## src/rtl/burst_sched.sv

```systemverilog
// burst_sched: schedules a burst of frames with idle gaps, latched config and abort handling.
// Define BURST_SCHED_TIMEOUT_EN to enable the frame_done watchdog (timeout_err).
`timescale 1ns/1ps
module burst_sched #(
   parameter int GAP_W          = 16,
   parameter int TIMEOUT_CYCLES = 4096
) (
   input  logic             clk,
   input  logic             rst,
   input  logic             start_pulse,
   input  logic             stop,
   input  logic [7:0]       cfg_burst_count,
   input  logic [GAP_W-1:0] cfg_gap_cycles,
   input  logic [3:0]       cfg_speed,
   input  logic             frame_done,
   output logic             send_enable,
   output logic [3:0]       speed_ctr,
   output logic             busy,
   output logic             done,
   output logic [7:0]       frame_idx,
   output logic             timeout_err
);
   typedef enum logic [2:0] {IDLE, LOAD, SEND, WAIT_DONE, GAP, FINISH} state_t;
   state_t           state_q, state_d;
   logic [7:0]       count_q, count_d, idx_q, idx_d, idx_inc;
   logic [GAP_W-1:0] gap_q, gap_d, gcnt_q, gcnt_d;
   logic [3:0]       speed_q, speed_d;
   logic             stop_req_q, stop_req_d, stop_any, to_hit;
   assign idx_inc     = idx_q + 8'd1;
   assign stop_any    = stop_req_q | stop;
   assign send_enable = state_q == SEND;
   assign busy        = state_q != IDLE;
   assign done        = state_q == FINISH;
   assign speed_ctr   = speed_q;
   assign frame_idx   = idx_q;
`ifdef BURST_SCHED_TIMEOUT_EN
   localparam int TO_W = $clog2(TIMEOUT_CYCLES + 1);
   logic [TO_W-1:0] to_q, to_d;
   logic            terr_q, terr_d;
   // frame_done on the final watchdog cycle still counts as a normal completion
   assign to_hit      = state_q == WAIT_DONE && !frame_done && to_q == TO_W'(TIMEOUT_CYCLES - 1);
   assign to_d        = state_q == WAIT_DONE ? to_q + TO_W'(1) : '0;
   assign terr_d      = state_q == LOAD ? 1'b0 : terr_q | to_hit;
   assign timeout_err = terr_q;
   always_ff @(posedge clk or posedge rst) begin
      if (rst) begin
         to_q   <= '0;
         terr_q <= 1'b0;
      end else begin
         to_q   <= to_d;
         terr_q <= terr_d;
      end
   end
`else
   logic unused_timeout;
   assign unused_timeout = |TIMEOUT_CYCLES;
   assign to_hit         = 1'b0;
   assign timeout_err    = 1'b0;
`endif
   always_comb begin
      state_d    = state_q;
      count_d    = count_q;
      gap_d      = gap_q;
      speed_d    = speed_q;
      idx_d      = idx_q;
      gcnt_d     = gcnt_q;
      stop_req_d = stop_req_q | (stop && state_q != IDLE);
      case (state_q)
         IDLE: if (start_pulse && !stop) state_d = LOAD;
         LOAD: begin
            count_d    = cfg_burst_count;
            gap_d      = cfg_gap_cycles;
            speed_d    = cfg_speed;
            idx_d      = '0;
            stop_req_d = stop;
            state_d    = SEND;
         end
         SEND: state_d = WAIT_DONE;
         WAIT_DONE: begin
            if (frame_done) begin
               idx_d   = idx_inc;
               gcnt_d  = gap_q;
               state_d = (stop_any || (count_q != 8'd0 && idx_inc == count_q)) ? FINISH :
                         (gap_q != '0) ? GAP : SEND;
            end else if (to_hit) begin
               state_d = FINISH;
            end
         end
         GAP: begin
            gcnt_d  = gcnt_q - GAP_W'(1);
            state_d = stop_any ? FINISH : (gcnt_q <= GAP_W'(1)) ? SEND : GAP;
         end
         FINISH: state_d = IDLE;
         default: state_d = IDLE;
      endcase
   end
   always_ff @(posedge clk or posedge rst) begin
      if (rst) begin
         state_q    <= IDLE;
         count_q    <= '0;
         gap_q      <= '0;
         speed_q    <= '0;
         idx_q      <= '0;
         gcnt_q     <= '0;
         stop_req_q <= 1'b0;
      end else begin
         state_q    <= state_d;
         count_q    <= count_d;
         gap_q      <= gap_d;
         speed_q    <= speed_d;
         idx_q      <= idx_d;
         gcnt_q     <= gcnt_d;
         stop_req_q <= stop_req_d;
      end
   end
endmodule

```

## config.mk

```make
export PLATFORM = sky130hd
export DESIGN_NAME = burst_sched
export DESIGN_NICKNAME = d
export VERILOG_FILES = /design/src/rtl/burst_sched.sv
export SDC_FILE = /design/constraint.sdc
export NUM_CORES = 1
export LEC_CHECK = 0
export CAP_MARGIN = 20
export CORE_MARGIN = 2
export CORE_UTILIZATION = 57
export CTS_CLUSTER_SIZE = 10
export DETAILED_ROUTE_END_ITERATION = 8
export GPL_TIMING_DRIVEN = 0
export PLACE_DENSITY = 0.84
export SYNTH_ARGS = -nofsm -noshare
export SYNTH_HDL_FRONTEND = slang
export SYNTH_SLANG_ARGS = --single-unit
```

## constraint.sdc

```tcl
create_clock -name clk -period 6.82 [get_ports clk]
set_input_delay 1.364 -clock clk [delete_from_list [all_inputs] [get_ports clk]]
set_output_delay 1.364 -clock clk [all_outputs]
set_load 0.01 [all_outputs]
```

==> run summary, run 1 <==
Sorting the synthesized cells by area gives the leading types as sky130_fd_sc_hd__dfrtp_1 50%, sky130_fd_sc_hd__nand2_1 13%, sky130_fd_sc_hd__nor2_1 3.5%, sky130_fd_sc_hd__xnor2_1 3.1%, sky130_fd_sc_hd__nand3_1 3.0%. Across the VDD grid, the largest voltage drop is 0.000223 V. The combined global-route utilization of all metal layers came out at 0.259. The worst hold path belongs to the class reg -> reg. The setup TNS after final layout was 0 ns; the highest cell delay on the worst timing path was 0.50 ns. The area overhead of the layout relative to synthesis was 24.7%; the HPWL after detailed placement was 4.79 mm. Before antenna repair, the detailed router went through 4 iterations. The height of the die is 74.0 µm, and the part of the cycle the worst path needs is 0.481. Each instance of the synthesized netlist takes up on average 8.71 µm².

STA classifies the critical path endpoint as an output port. The worst hold path begins at speed_ctr[2]$_DFFE_PP0P_. For the first-pass GRT wire length, the log shows 10.8 mm. The met1 track utilization from global routing was 0.347; the biggest fanout along the worst timing path was 10. The initial antenna violation count came out at 0. The placeable core area is 0.00472 mm². The startpoint identified for the worst register-to-register timing path is frame_idx[0]$_DFFE_PP0P_.

The worst hold path was traced through 2 stages. The logs give 0.592 for the effective utilization at floorplan and 2,460 for the via count. For the count of instances resized after the clock tree is built, the log shows 0. The run finished with clean final reports.

In this run the clock root is driven by a sky130_fd_sc_hd__clkbuf_8. Maximum number of pins on one net before global-route repair: 33. After routing the design area is 0.00349 mm². The sequential cell area fraction in the yosys report was 0.501; the total of endpoints with negative setup slack in the final report was 0. TritonCTS built the clock tree. The logs give 0 for the number of antenna repair diodes and 5 for the number of buffers created by CTS. The die covers 0.00548 mm². The logs give 0 for the total congestion overflow and 321 for the count of mapped cells out of synthesis. The share of final-layout standard cells stronger than drive strength 1 was 0.0557. Cell type of the slowest stage on the worst timing path: sky130_fd_sc_hd__or3_2. The later pin in the worst-skew pair is clocked with a latency of 0.31 ns. Worst slew margin relative to its limit: 0.473. After detailed placement, the total cell area comes to 0.00338 mm². The logs give 444 for the filler-free cell count of the finished design and 305 MHz for the fmax.

Buffers inserted to repair hold after CTS numbered 0. The met2 layer usage reported by global route came out at 0.416. The number of remaining DRC errors is 0, and the total wire length after detailed routing is 6.56 mm. The number of setup buffers added after CTS is 0.

The endpoint identified for the worst register-to-register timing path is state_q[0]$_DFFE_PP0P_. The final count of hold timing violations is 0, and the H-tree level count is 2. Data on the critical path is required at its endpoint by 5.46 ns. The run gives 0.0501 as the fraction of met3 tracks used by global routing.

The register bit total from synthesis is 56, and the number of nets in the final layout is 412. The average wire per cell in the routed design is 14.8 µm. The number of global-route vias before repair was 2,300. The worst setup path is launched from a register.

The tools report the clock sink count as 56. Max-cap violations in this run came to 0. Fill cells in the final layout number 358. The final setup slack of the worst path is 3.54 ns, and the number of vias per cell after detailed routing is 5.54. The main flop type after synthesis was sky130_fd_sc_hd__dfrtp_1. In this run the most used layer during global routing was met2. The critical path goes through clkbuf_1 -> or3_2 -> clkdlybuf4s50_1.

The run gives 0 as the total of warnings raised by yosys. For the pin with the worst max-slew slack, the measured transition is 0.771 ns. The tools report the final clock skew as 0.00668 ns. The category of the critical setup timing path is reg -> out. Together, buffers and inverters on the worst path number 2.

The fraction of post-synthesis cell area in the top cell type by area came out at 0.501. The last weighted congestion value of the routability-driven placer is 0.838, and the floorplan die width is 74.0 µm. The number of nets in the synthesized netlist is 357. The max-slew violation count is 0, and the count of buffers from port buffering is 47.

Overall power consumption after layout is estimated at 0.00143 W. The initial DRC count came out at 214. In this design, the largest share of critical-path delay is due to buffers and inverters. The logs give 49 for the number of ports placed on the die boundary and 25 for the number of placement rows. In this run, distinct cell masters in the synthesized netlist total 49.

The cell total after placement is 436. The run gives 2 as the worst-case clock buffer depth. Counting flops with a built-in enable in the synthesized netlist gives 0. The cell depth of the worst flop-to-flop path works out to 7. In this run the remaining antenna-violating nets after routing total 0.

The area of the mapped netlist came out at 0.00280 mm². Setup repair after global routing left no endpoint under its margin. The share of flip-flops with an asynchronous set or reset after synthesis works out to 1.00.

The path with the worst hold slack has its endpoint at speed_ctr[2]$_DFFE_PP0P_. The power density of the placed cells is 410 mW/mm², and the setup slack of the most critical reg-to-reg path is 4.29 ns. STA puts the critical path data arrival time at 1.92 ns. The post-placement worst setup slack came out at 3.71 ns.

Of all cell types, the one taking the most synthesized area is sky130_fd_sc_hd__dfrtp_1. Clock-pin slew was measured on the worst setup and hold paths at 0.10 ns. Minimum clock period: 3.28 ns.

The cell leakage power was 1.53 nW.
==> cells by family after synthesis <==
group / count (synthesis) / share of synthesized area
and+or+nand+nor: 178 / 0.290
buffers and inverters: 21 / 0.0304
adders and majority gates: 3 / 0.0134
other: 1 / 0.00134
DFF: 56 / 0.501
AOI/OAI and AO/OA: 48 / 0.120
xor gates and xnor gates: 14 / 0.0438
==> cells in the mapped netlist, drive strengths merged, types with 2 or more instances <==
| cell type | count |
|---|---|
| and2 | 2 |
| o311ai | 3 |
| or3 | 4 |
| nor3 | 5 |
| a311oi | 3 |
| ha | 3 |
| nand3 | 17 |
| clkbuf | 11 |
| nor3b | 2 |
| nor2b | 2 |
| nand4 | 2 |
| o21ai | 11 |
| nor4 | 6 |
| inv | 7 |
| xor2 | 4 |
| and3 | 2 |
| dfrtp | 56 |
| or4 | 4 |
| a21oi | 8 |
| nand2 | 100 |
| or3b | 2 |
| buf | 3 |
| a211oi | 5 |
| o211ai | 6 |
| nor2 | 26 |
| xnor2 | 10 |
==> placed cells by master, fill, tap and decap left out, types with 3 or more instances in the layout <==
cell type | synthesis | routed
sky130_fd_sc_hd__o21ai_0 | 11 | 11
sky130_fd_sc_hd__nor2_1 | 26 | 26
sky130_fd_sc_hd__o211ai_1 | 6 | 6
sky130_fd_sc_hd__a311oi_1 | 3 | 3
sky130_fd_sc_hd__a21oi_1 | 8 | 8
sky130_fd_sc_hd__clkbuf_8 | 0 | 5
sky130_fd_sc_hd__nand2_1 | 100 | 100
sky130_fd_sc_hd__nor4_1 | 6 | 6
sky130_fd_sc_hd__nand3_1 | 17 | 17
sky130_fd_sc_hd__a211oi_1 | 5 | 5
sky130_fd_sc_hd__dfrtp_1 | 56 | 56
sky130_fd_sc_hd__nor3_1 | 5 | 5
sky130_fd_sc_hd__clkbuf_1 | 11 | 12
sky130_fd_sc_hd__xnor2_1 | 10 | 10
sky130_fd_sc_hd__or4_1 | 4 | 4
sky130_fd_sc_hd__clkdlybuf4s50_1 | 0 | 47
sky130_fd_sc_hd__o311ai_0 | 3 | 3
sky130_fd_sc_hd__xor2_1 | 4 | 4
sky130_fd_sc_hd__ha_1 | 3 | 3
sky130_fd_sc_hd__inv_1 | 7 | 6
==> how the worst max path moves through the flow <==
stage	startpoint	to	slack [ns]	cells after the start
after CTS	state_q[1]$_DFFE_PP0P_	busy	3.53	3
final	state_q[1]$_DFFE_PP0P_	busy	3.54	3
after global routing	state_q[1]$_DFFE_PP0P_	busy	3.45	3
after floorplan	rst	count_q[0]$_DFFE_PP0P_	4.08	1
after detailed placement	frame_done	gcnt_q[3]$_DFFE_PP0P_	3.71	6
after global placement	rst	state_q[0]$_DFFE_PP0P_	3.05	2
==> state kept, by name, indices dropped and copies added, names as in the netlist <==
signal / cells
speed_ctr: 4
stop_req_q: 1
count_q: 8
gcnt_q: 16
gap_q: 16
state_q: 3
frame_idx: 8
==> tightest hold or removal path, delay by kind of cell (launching register included) <==
kind	cells	cell delay, ns
flip-flops	1	0.35
AND/OR/NAND/NOR	2	0.11
==> per-stage QoR <==
stage                     hold WS (ns)   util
after floorplan                  0.459      -
after global placement           0.457  0.709
after detailed placement         0.470  0.715
after CTS                        0.494  0.738
after global routing             0.522  0.738
final                            0.487  0.738
==> where the power goes <==
part	leakage [nW]	switching (W)	total (W)	internal (W)
Clock	0.0552	0.000109	0.000218	0.000109
Combinational	0.783	0.000328	0.000593	0.000264
Sequential	0.691	0.000139	0.000619	0.000479
==> routing by layer <==
layer	up-vias	part of all wire	wire length (µm)
met4	0	0.017	109
li1	1216	-	-
met1	1161	0.44	2910
met3	10	0.048	314
met2	73	0.49	3220
met5	-	0	0
==> final cells by class <==
class                           instances  area, µm²  area share
Timing Repair Buffer                   48        498       0.143
Tap cell                               67       83.8      0.0240
Multi-Input combinational cell        244       1310       0.376
Clock inverter                          2       35.0      0.0101
Buffer                                 14       58.8      0.0169
Clock buffer                            6       72.6      0.0208
Sequential cell                        56       1400       0.402
Inverter                                7       26.3     0.00754
(Power assumes the default switching activity.)
==> inputs of run 2 (changes only) <==
- CORE_UTILIZATION: 57 -> 47
- PLACE_DENSITY: 0.84 -> 0.74
- clock period: 6.82 -> 3 ns (I/O delays scaled with it)
==> run 2 against run 1 <==
Critical path type is now reg -> reg. Critical endpoint is now state_q[1]$_DFFE_PP0P_. Total power is 120% higher. Core utilization decreased by 15 points. Highest routed layer unchanged. Clock power rose by 79%. Via count down 0.61%. Final area is 0.79% lower. Hold slack better by 0.0081 ns.
==> run summary, run 2 (synthesized netlist as in run 1, its figures left out) <==
The flow ran to the end, and the final reports show no timing, DRC or antenna violations. Entering global routing, the biggest net connects 37 pins. Setup repair after global routing left no endpoint under its margin. The logs give 0 for the total congestion overflow and 5 for the number of buffers created by CTS. The pre-antenna-repair detailed-routing pass consisted of 4 iterations. The actual slew at the worst max-slew pin is 0.866 ns, and the height of the die is 81.1 µm. The antenna violation net count after detailed routing is 0. The clock root buffer was sky130_fd_sc_hd__clkbuf_8. The share of final-layout standard cells stronger than drive strength 1 was 0.0532; the worst endpoint required time was 3.20 ns. The number of vias per cell after detailed routing is 5.42, and the clock sink count is 56.

STA classifies the critical path endpoint as a register. Of all nets on the critical path, the largest fanout is 7. For the worst-skew pair, the clock arrives at the later sink with an insertion delay of 0.31 ns. At the worst endpoint, the arrival time is 2.79 ns. Compared with the post-synthesis result, the final layout area differs by 23.7%.

For the max-slew violation count, the log shows 0. The tightest hold path in the finished design has a slack of 0.496 ns. In this run the worst hold path is classified as reg -> reg. In this run the count of I/O pins placed on the die edge is 49. The run gives 0 as the post-CTS setup buffer count. The finished cells cover 0.00346 mm². The HPWL after detailed placement is 4.73 mm. The logs give 2,290 for the number of global-route vias before repair and 506 for the count of fill cells added during filler insertion.

The die is 81.1 µm wide. The H-tree level count was 2. The count of buffers from port buffering works out to 47.

In the layout the commonest cells are 100 x sky130_fd_sc_hd__nand2_1, 56 x sky130_fd_sc_hd__dfrtp_1, 47 x sky130_fd_sc_hd__clkdlybuf4s50_1. The worst-case IR drop observed on VDD is 0.000401 V. Summed over all cells, the static leakage comes to 1.51 nW.

The most common cell after layout, fill and taps aside is sky130_fd_sc_hd__nand2_1. The via count came out at 2,445. The count of instances resized after the clock tree is built was 0; the part of the cycle the worst path needs was 0.863.

The largest registers in the layout are gap_q (16), gcnt_q (16). The power density of the placed cells was 904 mW/mm²; the number of hold-repair buffers added at the cts stage was 0. The critical path is of the reg -> reg type. The worst-case clock buffer depth was 2. The minimum clock period is 2.59 ns. Number of placement rows: 28.

At the end of the flow, the number of nets in the layout was 412. After detailed routing, the total wire length is 6.35 mm. The number of antenna diodes in the final layout is 0.

The clock-pin transition on the worst setup and hold timing paths works out to 0.10 ns. Setup violations remaining at the end of the flow were counted as 0. TritonCTS built the clock tree.

The run gives 121 as the initial DRC count. After detailed routing, the average wire length per cell comes to 14.1 µm. The die covers 0.00658 mm². The tool flagged a number of max-cap violations equal to 0. The last weighted congestion value of the routability-driven placer is 0.838, and the fmax is 386 MHz. The final count of hold timing violations is 0, and the cell area reported after detailed placement is 0.00338 mm². After detailed routing, the number of remaining DRC violations is 0. The combined global-route utilization of all metal layers was 0.206.

The startpoint type of the worst setup path was a register. The initial antenna violation count is 0, and the worst slew margin relative to its limit is 0.408. For the effective utilization at floorplan, the log shows 0.478. The first global-routing pass estimated 10.5 mm of wire.

In this run the standard cell core region covers 0.00585 mm². Clock skew on the completed layout was measured at 0.0138 ns.
run 2: cell types whose count changed in the layout (fill, tap and decap cells not counted):
cell / before / now
sky130_fd_sc_hd__buf_12: 0 / 1
sky130_fd_sc_hd__buf_16: 1 / 0
sky130_fd_sc_hd__bufinv_16: 1 / 0
run 2: layer usage:
metal / global-route usage / routed length [µm] / vias to the layer above
met3: 0.0389 / 273 / 8
met1: 0.272 / 2940 / 1174
met5: 0 / 0 / -
met2: 0.353 / 3060 / 54
met4: 0.0492 / 74 / 0
li1: - / - / 1209
run 2: layout make-up:
class / count / area (µm²) / share of cell area
buffer: 14 / 58.8 / 0.0170
tap: 75 / 93.8 / 0.0271
clock buffer: 6 / 72.6 / 0.0210
sequential: 56 / 1400 / 0.405
timing repair buffer: 48 / 490 / 0.142
multi-input combinational: 244 / 1310 / 0.379
inverter: 7 / 26.3 / 0.00760
clock inverter: 1 / 5.00 / 0.00145
run 2: through the flow:
step	total power, W	setup slack, ns	std cells	TNS [ns]	util
after floorplan	0.00228	0.751	321	0	-
after global placement	0.00269	-0.0251	443	-1.28	0.574
after detailed placement	0.00276	0.427	444	0	0.578
final	0.00313	0.412	451	0	0.591
after CTS	0.00315	0.396	451	0	0.591
after global routing	0.00341	0.240	451	0	0.591
run 2: final timing paths:
kind                                          start                        to  slack (ns)  cells after the start
setup / recovery           frame_idx[0]$_DFFE_PP0P_    state_q[1]$_DFFE_PP0P_        0.41                      7
max in group asynchronous                       rst     gcnt_q[9]$_DFFE_PP0P_        1.85                      3
hold / removal             speed_ctr[2]$_DFFE_PP0P_  speed_ctr[2]$_DFFE_PP0P_        0.50                      2
setup reg to reg           frame_idx[0]$_DFFE_PP0P_    state_q[1]$_DFFE_PP0P_        0.41                      7
min in group asynchronous                       rst     gap_q[11]$_DFFE_PP0P_        0.60                      2
hold reg to reg            speed_ctr[2]$_DFFE_PP0P_  speed_ctr[2]$_DFFE_PP0P_        0.50                      2
run 2: critical path: stages (launching register included):
cell and delay (ns):
sky130_fd_sc_hd__dfrtp_1 0.48, sky130_fd_sc_hd__ha_1 0.27, sky130_fd_sc_hd__nand3_1 0.18, sky130_fd_sc_hd__nor2_1 0.24, sky130_fd_sc_hd__xnor2_1 0.10, sky130_fd_sc_hd__a2111oi_0 0.78
sky130_fd_sc_hd__o41ai_1 0.21, sky130_fd_sc_hd__o21a_1 0.22
run 2: where the power goes:
part	internal [W]	switching, W	total, W	leakage, nW
Combinational	0.000599	0.000727	0.00133	0.779
Clock	0.000160	0.000232	0.000391	0.0410
Sequential	0.00109	0.000321	0.00141	0.691
==> inputs of run 3 (changes only) <==
- CORE_UTILIZATION: 47 -> 41
- GPL_TIMING_DRIVEN: 0 -> default
- PLACE_DENSITY: 0.74 -> 0.64
- clock period: 3 -> 3.2 ns (I/O delays scaled with it)
==> run 3 against run 2 <==
Combinational power fell by 9%. Non-clock buffer count down 8. Sequential power down 6%. Die area rose by 14%. Cell count shrank 0.44%. Sequential share of layout area fell by 0.31 points. Sequential cell count did not move. Clock power rose by 24%. Global-route usage shrank 2.4 points. Clock skew fell by 0.0021 ns. Hold slack got worse by 0.0082 ns. Critical endpoint unchanged. Largest power group unchanged.
==> run summary, run 3 (synthesized netlist as in run 1, its figures left out) <==
The flow ran to the end, and the final reports show no timing, DRC or antenna violations. The repair_antennas step left the layout with diodes totalling 0. The logs give 0 for the initial antenna violation count and 0 for the post-CTS setup buffer count. TritonCTS built the clock tree.

Category of the critical setup timing path: reg -> reg. The max-slew violation count is 0, and the total congestion overflow is 0. Across the run, the number of max-cap violations was 0. The largest registers in the layout are gap_q (16), gcnt_q (16). The final count of hold timing violations came out at 0. Entering global routing, the biggest net connects 30 pins.

For the count of instances resized after the clock tree is built, the log shows 0. The number of hold-repair buffers added at the cts stage is 0, and the share of final-layout standard cells stronger than drive strength 1 is 0.0705. In this run the deepest clock path goes through 2 buffers.

The number of placement rows came out at 30. Data on the critical path arrives at its endpoint at 2.67 ns. The actual slew at the worst max-slew pin was 0.642 ns.

Leaving out fill and tap cells, the most frequent cell in the layout is sky130_fd_sc_hd__nand2_1. The setup TNS after final layout was 0 ns; the average wire per cell in the routed design was 13.7 µm. Effective utilization at floorplan: 0.419.

The path class of the tightest hold or removal check is reg -> reg. The maximum ir drop on the vdd rail was 0.000388 V; the number of nets in the final layout was 404. Setup violations remaining at the end of the flow were counted as 0. The die is 86.6 µm wide. The largest single stage delay on the critical path is 0.53 ns. Setup repair after global routing left no endpoint under its margin. CTS placed an instance of sky130_fd_sc_hd__clkbuf_8 at the clock tree root. The clock reaches the later pin of the worst-skew pair after 0.30 ns.

The kind of end point of the critical path was a register. Power density of the placed cells: 869 mW/mm². The worst setup path is launched from a register.

The number of ports placed on the die boundary was 49; the via count was 2,379. The congestion estimate from routability-driven global placement came to 0.799. In this run, CTS created clock tree buffers numbering 5. For the first-pass GRT wire length, the log shows 11.0 mm. The die covers 0.00750 mm². Minimum clock period: 2.48 ns. In this run the worst setup path terminates at state_q[1]$_DFFE_PP0P_. Across all register-to-register paths, the minimum setup slack is 0.72 ns.

Clock-pin slew was measured on the worst setup and hold paths at 0.10 ns. The cell depth of the worst flop-to-flop path is 8, and the total wire length after detailed routing is 6.17 mm. The height of the die came out at 86.6 µm.

The clock drives 56 sinks. The run gives 0.00303 W as the overall power. The tools report the fmax as 403 MHz. In this run the number of H-tree levels came out at 2.

Dividing the detail-routed via count by the number of cells gives 5.30. In this run the critical register-to-register path is captured at state_q[1]$_DFFE_PP0P_. The worst slew margin relative to its limit came out at 0.561. In the layout the commonest cells are 100 x sky130_fd_sc_hd__nand2_1, 56 x sky130_fd_sc_hd__dfrtp_1, 47 x sky130_fd_sc_hd__clkdlybuf4s50_1.

Detailed placement finished with a half-perimeter wire length of 4.55 mm. After detailed routing, the number of remaining DRC violations is 0. The final clock skew came out at 0.0117 ns. Along the worst path, the maximum fanout reaches 7.

The core region is 0.00668 mm². The part of the cycle the worst path needs came out at 0.775. The count of buffers from port buffering works out to 47. The initial DRC count was 93; the area overhead of the layout relative to synthesis was 24.6%.

Tracing the worst setup path back leads to its startpoint at frame_idx[0]$_DFFE_PP0P_. Summing all flip-flop and latch instances after layout gives 0.00140 mm². The worst register-to-register path begins at frame_idx[0]$_DFFE_PP0P_. The run gives 2,324 as the number of global-route vias before repair. Counting the fill cells in the layout gives 632. The run gives 1.53 nW as the cell leakage power.

For the worst endpoint required time, the log shows 3.39 ns. For this design, the slowest cell found on the critical path is sky130_fd_sc_hd__a2111oi_0. The combined global-route utilization of all metal layers came out at 0.182. Once detail routing completed, the nets flagged for antenna violations numbered 0. Before antenna repair, the detailed router went through 4 iterations.

In the final layout, the multi-input gates occupy 0.00131 mm². The critical path goes through ha_1 -> xor2_1 -> a211oi_1 -> nand3_1 -> a2111oi_0 -> buf_4 -> o41ai_1 -> o21a_1.
## run 3: cell count changes in the layout (fill, tap and decap cells not counted)
cell	before	now
sky130_fd_sc_hd__buf_12	1	0
sky130_fd_sc_hd__buf_2	2	0
sky130_fd_sc_hd__buf_4	1	7
sky130_fd_sc_hd__bufinv_16	0	1
sky130_fd_sc_hd__clkbuf_1	12	0
sky130_fd_sc_hd__clkbuf_8	5	6
sky130_fd_sc_hd__clkinv_2	1	0
sky130_fd_sc_hd__clkinv_4	0	1
sky130_fd_sc_hd__nor2b_1	1	0
sky130_fd_sc_hd__nor2b_2	0	1
## run 3: worst min path at each step
stage / startpoint / end / slack, ns / depth (start not counted)
after floorplan: gcnt_q[14]$_DFFE_PP0P_ / gcnt_q[14]$_DFFE_PP0P_ / 0.46 / 1
after global placement: speed_ctr[1]$_DFFE_PP0P_ / speed_ctr[1]$_DFFE_PP0P_ / 0.46 / 2
after detailed placement: speed_ctr[2]$_DFFE_PP0P_ / speed_ctr[2]$_DFFE_PP0P_ / 0.47 / 2
after CTS: speed_ctr[2]$_DFFE_PP0P_ / speed_ctr[2]$_DFFE_PP0P_ / 0.49 / 2
after global routing: speed_ctr[2]$_DFFE_PP0P_ / speed_ctr[2]$_DFFE_PP0P_ / 0.52 / 2
final: speed_ctr[0]$_DFFE_PP0P_ / speed_ctr[0]$_DFFE_PP0P_ / 0.49 / 2
## run 3: metal layers
layer	share of wire	vias to the layer above	GRT usage
met5	0	-	0
met4	0.013	0	0.0526
met3	0.039	8	0.0295
met2	0.48	53	0.301
met1	0.47	1131	0.249
li1	-	1187	-
## run 3: report_power, final
group / leakage (nW) / total, W / switching (W) / internal (W)
sequential: 0.691 / 0.00133 / 0.000312 / 0.00102
clock: 0.0614 / 0.000485 / 0.000229 / 0.000256
combinational: 0.779 / 0.00121 / 0.000648 / 0.000563
## run 3: critical path: cells and delay by family, from the launching register on
family | cells | cell delay [ns]
AO/OA/AOI/OAI | 4 | 1.02
XOR/XNOR | 1 | 0.17
adder cells (fa/ha/maj) | 1 | 0.37
buffers and inverters | 1 | 0.23
flip-flops | 1 | 0.46
AND/OR/NAND/NOR | 1 | 0.12
## run 3: stage by stage
step                      utilization  cell area [µm²]  instances  hold slack [ns]  setup WS [ns]
after global placement          0.503             3360        441            0.458          0.743
after CTS                       0.522             3480        449            0.492          0.743
after global routing            0.522             3480        449            0.521          0.502
after floorplan                     -             2800        321            0.459          0.951
final                           0.522             3480        449            0.487          0.720
after detailed placement        0.503             3360        441            0.466          0.799
## run 3: area by class of cell
type	count	area share
Tap cell	80	0.0287
Inverter	7	0.00754
Clock inverter	2	0.0111
Timing Repair Buffer	54	0.150
Clock buffer	6	0.0237
Sequential cell	56	0.402
Multi-Input combinational cell	244	0.377
